## src/rtl/snake_engine.sv

```systemverilog
// Snake game engine: circular body queue, step timer, collision and food over a row-bitmap RAM.
// Optional SNAKE_WALL_KILL_EN: leaving the field ends the game instead of wrapping.
module snake_engine #(
    parameter int         X_W        = 6,
    parameter int         Y_W        = 6,
    parameter int         X_MAX      = 59,
    parameter int         Y_MAX      = 33,
    parameter int         MAX_LEN    = 64,
    parameter int         INIT_LEN   = 3,
    parameter int         STEP_DELAY = 4194303,
    parameter logic [11:0] LFSR_SEED = 12'hACE
) (
    input  logic                       clk,
    input  logic                       rst,
    input  logic [1:0]                 direction,
    input  logic                       pause,
    input  logic [X_MAX:0]             read_data,
    output logic [Y_W-1:0]             rw_address,
    output logic                       wr_en,
    output logic [X_MAX:0]             write_data,
    output logic [$clog2(MAX_LEN):0]   length,
    output logic                       game_over,
    output logic                       busy
);
    localparam int ROW_W = X_MAX + 1;
    localparam int PTR_W = $clog2(MAX_LEN);
    localparam int LEN_W = PTR_W + 1;
    localparam int CNT_W = $clog2(STEP_DELAY + 1);
    localparam int C_W   = X_W + Y_W;
    localparam logic [ROW_W-1:0] ONE = 1;
`ifdef SNAKE_WALL_KILL_EN
    localparam bit WALL_KILL = 1'b1;
`else
    localparam bit WALL_KILL = 1'b0;
`endif

    typedef enum logic [3:0] {
        S_CLEAR, S_INIT, S_FOOD, S_FOOD_RD, S_FOOD_WR, S_IDLE,
        S_STEP, S_HEAD_RD, S_HEAD_WR, S_TAIL_RD, S_TAIL_WR, S_OVER
    } state_t;

    state_t           r_state;
    logic             r_live;
    logic [Y_W-1:0]   r_addr;
    logic [Y_W-1:0]   r_row;
    logic             r_wr_en;
    logic [ROW_W-1:0] r_wdata;
    logic [LEN_W-1:0] r_len;
    logic             r_over;
    logic [CNT_W-1:0] r_cnt;
    logic [1:0]       r_rd;
    logic [1:0]       r_dir;
    logic [X_W-1:0]   r_hx, r_fx, r_tx;
    logic [Y_W-1:0]   r_hy, r_fy, r_ty;
    logic             r_eaten;
    logic [11:0]      r_lfsr;
    logic [C_W-1:0]   r_q [MAX_LEN];
    logic [PTR_W-1:0] r_wp, r_rp;

    logic [1:0]       w_dir;
    logic [X_W-1:0]   w_nx, w_cx;
    logic [Y_W-1:0]   w_ny, w_cy;
    logic             w_wall, w_cand_ok, w_rd_done, w_fb;
    logic [ROW_W-1:0] w_hbit, w_fbit, w_tbit, w_init_row;

    // A request for the opposite direction keeps the current heading
    assign w_dir      = ((direction ^ r_dir) == 2'b10) ? r_dir : direction;
    assign w_cx       = r_lfsr[X_W-1:0];
    assign w_cy       = r_lfsr[X_W +: Y_W];
    assign w_cand_ok  = (w_cx <= X_W'(X_MAX)) && (w_cy <= Y_W'(Y_MAX));
    assign w_rd_done  = (r_rd == 2'd2);
    assign w_fb       = r_lfsr[11] ^ r_lfsr[5] ^ r_lfsr[3] ^ r_lfsr[0];
    assign w_hbit     = ONE << r_hx;
    assign w_fbit     = ONE << r_fx;
    assign w_tbit     = ONE << r_tx;
    assign w_init_row = ~({ROW_W{1'b1}} << INIT_LEN);

    always_comb begin
        w_nx   = r_hx;
        w_ny   = r_hy;
        w_wall = 1'b0;
        unique case (w_dir)
            2'b00: begin
                w_wall = (r_hx == X_W'(X_MAX));
                w_nx   = (r_hx == X_W'(X_MAX)) ? '0 : r_hx + 1'b1;
            end
            2'b01: begin
                w_wall = (r_hy == Y_W'(Y_MAX));
                w_ny   = (r_hy == Y_W'(Y_MAX)) ? '0 : r_hy + 1'b1;
            end
            2'b10: begin
                w_wall = (r_hx == '0);
                w_nx   = (r_hx == '0) ? X_W'(X_MAX) : r_hx - 1'b1;
            end
            default: begin
                w_wall = (r_hy == '0);
                w_ny   = (r_hy == '0) ? Y_W'(Y_MAX) : r_hy - 1'b1;
            end
        endcase
    end

    always_ff @(posedge clk) begin
        if (r_state == S_INIT) begin
            for (int i = 0; i < INIT_LEN; i++)
                r_q[i] <= {{Y_W{1'b0}}, X_W'(i)};
        end else if (r_state == S_HEAD_WR) begin
            r_q[r_wp] <= {r_hy, r_hx};
        end
    end

    always_ff @(posedge clk or negedge rst) begin
        if (!rst) begin
            r_state <= S_CLEAR;
            r_live  <= 1'b0;
            r_addr  <= '0;
            r_row   <= '0;
            r_wr_en <= 1'b0;
            r_wdata <= '0;
            r_len   <= LEN_W'(INIT_LEN);
            r_over  <= 1'b0;
            r_cnt   <= '0;
            r_rd    <= '0;
            r_dir   <= 2'b00;
            r_hx    <= '0;
            r_hy    <= '0;
            r_fx    <= '0;
            r_fy    <= '0;
            r_tx    <= '0;
            r_ty    <= '0;
            r_eaten <= 1'b0;
            r_lfsr  <= LFSR_SEED;
            r_wp    <= '0;
            r_rp    <= '0;
        end else begin
            r_live  <= 1'b1;
            r_lfsr  <= {r_lfsr[10:0], w_fb};
            r_wr_en <= 1'b0;
            r_rd    <= r_rd + 2'd1;
            unique case (r_state)
                S_CLEAR: begin
                    r_wr_en <= 1'b1;
                    r_wdata <= '0;
                    r_addr  <= r_row;
                    r_row   <= r_row + 1'b1;
                    if (r_row == Y_W'(Y_MAX)) r_state <= S_INIT;
                end
                S_INIT: begin
                    r_wr_en <= 1'b1;
                    r_addr  <= '0;
                    r_wdata <= w_init_row;
                    r_hx    <= X_W'(INIT_LEN - 1);
                    r_hy    <= '0;
                    r_dir   <= 2'b00;
                    r_wp    <= PTR_W'(INIT_LEN);
                    r_rp    <= '0;
                    r_state <= S_FOOD;
                end
                S_FOOD: begin
                    if (w_cand_ok) begin
                        r_fx    <= w_cx;
                        r_fy    <= w_cy;
                        r_addr  <= w_cy;
                        r_rd    <= '0;
                        r_state <= S_FOOD_RD;
                    end
                end
                S_FOOD_RD: begin
                    if (w_rd_done) begin
                        if (|(read_data & w_fbit)) begin
                            r_state <= S_FOOD;
                        end else begin
                            r_wr_en <= 1'b1;
                            r_wdata <= read_data | w_fbit;
                            r_state <= S_FOOD_WR;
                        end
                    end
                end
                S_FOOD_WR: r_state <= S_IDLE;
                S_IDLE: begin
                    if (!pause) begin
                        if (r_cnt == CNT_W'(STEP_DELAY)) begin
                            r_cnt   <= '0;
                            r_state <= S_STEP;
                        end else begin
                            r_cnt <= r_cnt + 1'b1;
                        end
                    end
                end
                S_STEP: begin
                    // Tail is captured before the push can overwrite it in a full queue
                    r_dir   <= w_dir;
                    r_hx    <= w_nx;
                    r_hy    <= w_ny;
                    r_eaten <= (w_nx == r_fx) && (w_ny == r_fy);
                    r_tx    <= r_q[r_rp][X_W-1:0];
                    r_ty    <= r_q[r_rp][C_W-1:X_W];
                    r_addr  <= w_ny;
                    r_rd    <= '0;
                    r_state <= S_HEAD_RD;
                    if (WALL_KILL && w_wall) begin
                        r_over  <= 1'b1;
                        r_state <= S_OVER;
                    end
                end
                S_HEAD_RD: begin
                    if (w_rd_done) begin
                        if (|(read_data & w_hbit) && !r_eaten) begin
                            r_over  <= 1'b1;
                            r_state <= S_OVER;
                        end else begin
                            r_wr_en <= 1'b1;
                            r_wdata <= read_data | w_hbit;
                            r_state <= S_HEAD_WR;
                        end
                    end
                end
                S_HEAD_WR: begin
                    r_wp <= r_wp + 1'b1;
                    if (r_eaten && (r_len < LEN_W'(MAX_LEN))) begin
                        r_len   <= r_len + 1'b1;
                        r_state <= S_FOOD;
                    end else begin
                        r_addr  <= r_ty;
                        r_rd    <= '0;
                        r_state <= S_TAIL_RD;
                    end
                end
                S_TAIL_RD: begin
                    if (w_rd_done) begin
                        r_wr_en <= 1'b1;
                        r_wdata <= read_data & ~w_tbit;
                        r_state <= S_TAIL_WR;
                    end
                end
                S_TAIL_WR: begin
                    r_rp    <= r_rp + 1'b1;
                    r_state <= r_eaten ? S_FOOD : S_IDLE;
                end
                S_OVER: r_state <= S_OVER;
                default: r_state <= S_CLEAR;
            endcase
        end
    end

    assign rw_address = r_addr;
    assign wr_en      = r_wr_en;
    assign write_data = r_wdata;
    assign length     = r_len;
    assign game_over  = r_over;
    assign busy       = r_live && (r_state != S_IDLE) && (r_state != S_OVER);

endmodule

```

## config.mk

```make
export PLATFORM = sky130hd
export DESIGN_NAME = snake_engine
export DESIGN_NICKNAME = d
export VERILOG_FILES = /design/src/rtl/snake_engine.sv
export SDC_FILE = /design/constraint.sdc
export NUM_CORES = 1
export LEC_CHECK = 0
export CORE_MARGIN = 1.5
export CORE_UTILIZATION = 40
export CTS_CLUSTER_DIAMETER = 40
export DETAILED_ROUTE_END_ITERATION = 10
export PLACE_DENSITY = 0.56
export SKIP_CTS_REPAIR_TIMING = 1
export SYNTH_ARGS = -nofsm -noshare
export SYNTH_HDL_FRONTEND = slang
export SYNTH_SLANG_ARGS = --single-unit
```

## constraint.sdc

```tcl
create_clock -name clk -period 8.04 [get_ports clk]
set_input_delay 1.608 -clock clk [delete_from_list [all_inputs] [get_ports clk]]
set_output_delay 1.608 -clock clk [all_outputs]
set_load 0.005 [all_outputs]
```

==> impl_metrics.env, run 1 <==
export IMPL_status="finished, final reports clean"
export IMPL_ys_async_sr_fraction=0.184
export IMPL_layout_commonest_cell="edfxtp_1"
export IMPL_drt_iter0_markers=3125
export IMPL_final_instance_count_excl_fill=4508
export IMPL_p_sw_mw=4.79
export IMPL_cts_tree="done"
export IMPL_rsz0062_at_grt="no"
export IMPL_sw_frac_of_total=0.318
export IMPL_drv_slew=0
export IMPL_post_place_ws_ns=2.97
export IMPL_cp_data_arrival_time_ns=5.29
export IMPL_clkPwrFrac=0.353
export IMPL_setup_tns_ns=0
export IMPL_synthSimpleGateAreaFrac=0.0703
export IMPL_area_delta_synth_final_pct=16.4
export IMPL_pwr_density_cell_nw_per_um2=308
export IMPL_clock_sinks=941
export IMPL_die_width_um=327
export IMPL_p_leak_nw=16.0
export IMPL_period_needed_ns=4.73
export IMPL_core_um2=104000
export IMPL_grt_max_degree=96
export IMPL_ant_nets=0
export IMPL_synth_top_family_by_area="multiplexers"
export IMPL_hpwlAfterDp_mm=85.4
export IMPL_start_util=0.404
export IMPL_drv_cap=0
export IMPL_synth_area_leaders="edfxtp_1 55%, dfrtp_1 9.8%, mux4_2 5.3%"
export IMPL_vias_per_cell=5.99
export IMPL_p_int_mw=10.2
export IMPL_holdCritPathClass="flip-flop to flip-flop"
export IMPL_fmax_mhz=211
export IMPL_post_route_period_util=0.589
export IMPL_pin_count=141
export IMPL_cts_made_buffers=118
export IMPL_seqPwrFrac=0.420
export IMPL_synth_edf_count=768
export IMPL_grt_pass1_wl_mm=193
export IMPL_antenna_found_initial=4
export IMPL_overflow=0
export IMPL_hold_violations=0
export IMPL_vdd_ir_drop_max_uv=214
export IMPL_synth_seq_cells=941
export IMPL_syn_area_um2=41900
export IMPL_setup_viol_count_final=0
export IMPL_drcViolationCount=0
export IMPL_yosysTopAreaCell="edfxtp_1"
export IMPL_holdWs_ns=0.369
export IMPL_regToRegSetupSlack_ns=3.31
export IMPL_synth_compound_area_frac=0.106
export IMPL_combPwrFrac=0.227
export IMPL_wl_per_cell_um=29.2
export IMPL_synth_top_cell_area_share=0.550
export IMPL_wl_mm=131
export IMPL_cts_root_buffer="clkbuf_16"
export IMPL_synth_net_count=2988
export IMPL_vias=27000
export IMPL_drive_above_1_share=0.179
export IMPL_end_kind="flip-flop"
export IMPL_yosysWarnings=0
export IMPL_grt_pass1_vias=27000
export IMPL_crit_type="flip-flop to flip-flop"
export IMPL_setup_ws_ns=3.31
export IMPL_fp_row_count=118
export IMPL_stdcell_area_um2=48800
export IMPL_cts_htree_levels=3
export IMPL_place_inst=4285
export IMPL_numPortBuffers=140
export IMPL_clk_pin_slew_ns=0.06
export IMPL_grt_usage=0.245
export IMPL_synth_mux_area_fraction=0.131
export IMPL_dpl_instance_area_um2=44800
export IMPL_startpoint_type="flip-flop"
export IMPL_synth_fa_ha_area_frac=0.00507
export IMPL_routabilityCongestion=0.964
export IMPL_fin_skew_ns=0.0449
export IMPL_synth_cells=2906
export IMPL_mostFrequentLayoutCells="768 x edfxtp_1, 174 x a21oi_1, 171 x nand2_1, 161 x mux2i_1, 148 x dfrtp_1"
export IMPL_worst_pin_slew_ns=1.31
export IMPL_synth_xor_area_share=0.0100
export IMPL_fin_nets=3107
export IMPL_syn_avg_cell_area_um2=14.4
export IMPL_maxSlewHeadroom=0.113
export IMPL_yosysSeqAreaShare=0.654
export IMPL_synth_cell_types=88
export IMPL_critPathMaxFanout=60
export IMPL_die_area_um2=107000
export IMPL_drtPass1Iterations=8
export IMPL_clk_latency_ns=0.71
export IMPL_clock_path_buffers=3
export IMPL_cp_required_ns=8.60
export IMPL_die_h_um=327
export IMPL_synth_ff_type="edfxtp_1"
-- cells by family after synthesis --
| family | after synthesis |
|---|---|
| muxes | 387 |
| DFF | 941 |
| other | 1 |
| and+or+nand+nor | 603 |
| buffers and inverters | 233 |
| AOI/OAI and AO/OA | 676 |
| adders and majority gates | 17 |
| xor gates and xnor gates | 48 |
-- cell usage after synthesis, types with 10 or more instances --
cell type,instances
and2_1,15
ha_1,17
o211ai_1,33
o21ai_0,133
mux2_2,68
buf_1,23
or2_2,10
nand3_1,55
nor3_1,57
a22o_1,13
o221ai_1,51
a221oi_1,27
a21oi_1,174
a31oi_1,20
nand4_1,21
xor2_1,26
buf_2,34
nand2b_1,19
nor2b_1,17
mux4_2,99
xnor2_1,22
nand2_1,172
inv_1,26
a211oi_1,44
a22oi_1,10
nor2_1,153
o22ai_1,64
dfrtp_1,164
a21o_1,14
edfxtp_1,768
mux2i_1,161
mux2_4,58
clkbuf_1,135
nand3b_1,11
and3_1,16
-- power by group through the flow --
stage	Combinational, mW	Sequential (mW)	Clock (mW)
5_1_grt	3.65	6.35	5.60
4_1_cts	3.41	6.30	5.40
6_report	3.42	6.31	5.31
3_3_place_gp	3.37	6.39	0
2_1_floorplan	2.09	6.24	0
3_5_place_dp	3.40	6.40	0
-- stage by stage --
step,power (mW),utilization
finish,15.0,0.471
CTS,15.1,0.471
detailed placement,9.79,0.432
global route,15.6,0.471
global placement,9.76,0.432
floorplan,8.33,-
-- area by class of cell --
cell class | count | area [um2]
repair buffers | 204 | 1920
clock buffers | 132 | 3050
diodes | 1 | 2.50
clock inverters | 90 | 965
flip-flops and latches | 941 | 27400
inverters | 28 | 105
well taps | 1380 | 1730
multi-input cells | 1732 | 13600
fillers | 9031 | 54900
-- critical path, cell delays in order (launching register included) --
cell,delay (ns)
dfrtp_2,1.08
inv_1,0.48
ha_1,0.54
a221oi_1,0.44
o21ai_0,0.20
nand3_1,0.20
nand4_1,0.15
o21ai_2,0.32
nand3_2,0.16
o21ai_4,0.17
buf_12,0.34
mux2_4,0.34
-- state kept, by name, indices dropped and copies added, names as in the netlist, 2 cells and up --
name,cells
r_q,768
write_data,60
r_cnt,22
r_lfsr,12
length,7
r_fx,6
r_fy,6
r_hx,6
r_hy,6
r_row,6
r_rp,6
r_tx,6
r_ty,6
r_wp,6
rw_address,6
r_state,4
r_dir,2
r_rd,2
-- worst paths after layout --
path / from / endpoint / depth (start not counted)
setup reg to reg: r_hx[2] / write_data[1] / 11
max in group asynchronous: rst / r_rp[3] / 2
min in group asynchronous: rst / write_data[24] / 1
hold reg to reg: r_lfsr[1] / r_lfsr[2] / 0
hold / removal: r_lfsr[1] / r_lfsr[2] / 0
setup / recovery: r_hx[2] / write_data[1] / 11
-- routing by layer --
metal	global-route usage	vias to the layer above	share of wire
met2	0.371	1183	0.45
met4	0.0910	4	0.036
met1	0.355	13800	0.44
met3	0.0407	271	0.071
li1	-	11700	-
met5	0	-	0.00018
Power figures use the tool's default switching activity.
==> run 2: changes to the inputs <==
- PLACE_DENSITY: 0.56 -> 0.58
- clock period: 8.04 -> 3.9 ns (I/O delays scaled with it)
==> impl_metrics.env, run 2 (synthesized netlist as in run 1, its figures left out) <==
export IMPL_end_kind="flip-flop"
export IMPL_critPathMaxFanout=19
export IMPL_largest_reg_flops=768
export IMPL_worstPathCellList="inv_1 > ha_1 > buf_4 > a22oi_1 > a2111oi_0 > buf_4 > nor4_1 > o2111ai_1 > o21ai_2 > nand3_2 > o21ai_4 > buf_12 > buf_12 > mux2_4"
export IMPL_top_layer_used="met4"
export IMPL_die_area_um2=107000
export IMPL_grt_max_degree=79
export IMPL_clk_latency_ns=0.73
export IMPL_vias=27900
export IMPL_cts_htree_levels=3
export IMPL_antenna_found_initial=3
export IMPL_cts_tree="done"
export IMPL_multi_input_area_um2=13600
export IMPL_hold_violations=0
export IMPL_status="finished, final reports clean"
export IMPL_clock_path_buffers=3
export IMPL_die_h_um=327
export IMPL_routabilityCongestion=0.993
export IMPL_drive_above_1_share=0.229
export IMPL_top_register="r_q"
export IMPL_cts_made_buffers=120
export IMPL_wl_met2_mm=63.2
export IMPL_cp_required_ns=4.46
export IMPL_drv_cap=0
export IMPL_ant_nets=0
export IMPL_layout_commonest_cell="edfxtp_1"
export IMPL_vdd_ir_drop_max_uv=386
export IMPL_wl_per_cell_um=28.6
export IMPL_holdWs_ns=0.0656
export IMPL_area_delta_synth_final_pct=21.0
export IMPL_regArea_um2=27400
export IMPL_fin_nets=3306
export IMPL_core_um2=104000
export IMPL_wl_met3_mm=8.95
export IMPL_clock_sinks=941
export IMPL_slowest_delay_ns=0.41
export IMPL_fp_row_count=118
export IMPL_setup_tns_ns=0
export IMPL_hpwlAfterDp_mm=93.2
export IMPL_setup_viol_count_final=0
export IMPL_cpMaxStageDelayCell="dfrtp_2"
export IMPL_vias_per_cell=5.92
export IMPL_wl_met1_mm=56.9
export IMPL_overflow=0
export IMPL_start_util=0.404
export IMPL_pin_count=141
export IMPL_rsz0062_at_grt="no"
export IMPL_holdCritPathClass="primary input to asynchronous set/reset pin"
export IMPL_die_width_um=327
export IMPL_mostFrequentLayoutCells="768 x edfxtp_1, 243 x buf_4, 174 x a21oi_1, 171 x nand2_1, 161 x mux2i_1"
export IMPL_pwr_density_cell_nw_per_um2=635
export IMPL_grt_pass1_wl_mm=195
export IMPL_grt_usage=0.250
export IMPL_drt_iter0_markers=3357
export IMPL_drtPass1Iterations=8
export IMPL_wl_mm=135
export IMPL_startpoint_type="flip-flop"
export IMPL_grt_pass1_vias=27700
export IMPL_worst_pin_slew_ns=1.29
export IMPL_drcViolationCount=0
export IMPL_period_needed_ns=3.78
export IMPL_maxSlewHeadroom=0.132
export IMPL_crit_type="flip-flop to flip-flop"
export IMPL_clk_pin_slew_ns=0.06
export IMPL_fmax_mhz=264
export IMPL_fillers=8845
export IMPL_numPortBuffers=140
export IMPL_cts_root_buffer="clkbuf_16"
export IMPL_post_route_period_util=0.970
export IMPL_p_leak_nw=17.2
export IMPL_cp_data_arrival_time_ns=4.34
export IMPL_fin_skew_ns=0.0508
export IMPL_drv_slew=0
-- run 2: power by group --
group | internal (mW) | switching [mW]
clock network | 6.91 | 4.62
registers | 12.0 | 0.740
logic | 3.11 | 4.78
total | 22.1 | 10.1
-- run 2: metal layers --
metal / global-route usage / up-vias
li1: - / 12100
met1: 0.341 / 14300
met2: 0.397 / 1213
met3: 0.0435 / 302
met4: 0.0987 / 0
met5: 0 / -
-- run 2: area by class of cell --
| type | count | share of cell area |
|---|---|---|
| Clock buffer | 138 | 0.0632 |
| Inverter | 28 | 0.00207 |
| Tap cell | 1380 | 0.0341 |
| Antenna cell | 3 | 0.000148 |
| Sequential cell | 941 | 0.541 |
| Multi-Input combinational cell | 1732 | 0.268 |
| Timing Repair Buffer | 401 | 0.0708 |
| Clock inverter | 90 | 0.0211 |
-- run 2: worst paths after layout --
kind,start,to,slack (ns),cells past startpoint
max,r_hx[0],write_data[36],0.12,14
min,rst,write_data[32],0.07,1
max reg2reg,r_hx[0],write_data[36],0.12,14
min reg2reg,r_lfsr[1],r_lfsr[2],0.36,0
max in group asynchronous,rst,r_lfsr[6],2.85,2
min in group clk,r_lfsr[1],r_lfsr[2],0.36,0
-- run 2: per-stage QoR --
step	std cells	area, um2	utilization	setup slack [ns]	power, mW
final	4713	50700	0.489	0.119	32.2
after floorplan	2906	41900	-	0.0550	17.2
after detailed placement	4481	46400	0.448	-0.192	20.7
after global placement	4481	46400	0.448	-0.185	20.6
after global routing	4712	50700	0.489	0.0118	33.3
after CTS	4709	50700	0.489	-0.00623	32.3
-- run 2: critical path: cells and delay by family (launching register included) --
kind | cells | cell delay, ns
AO/OA/AOI/OAI | 5 | 1.19
adder cells (fa/ha/maj) | 1 | 0.35
buffers and inverters | 5 | 0.93
flip-flops | 1 | 0.41
multiplexers | 1 | 0.32
AND/OR/NAND/NOR | 2 | 0.40
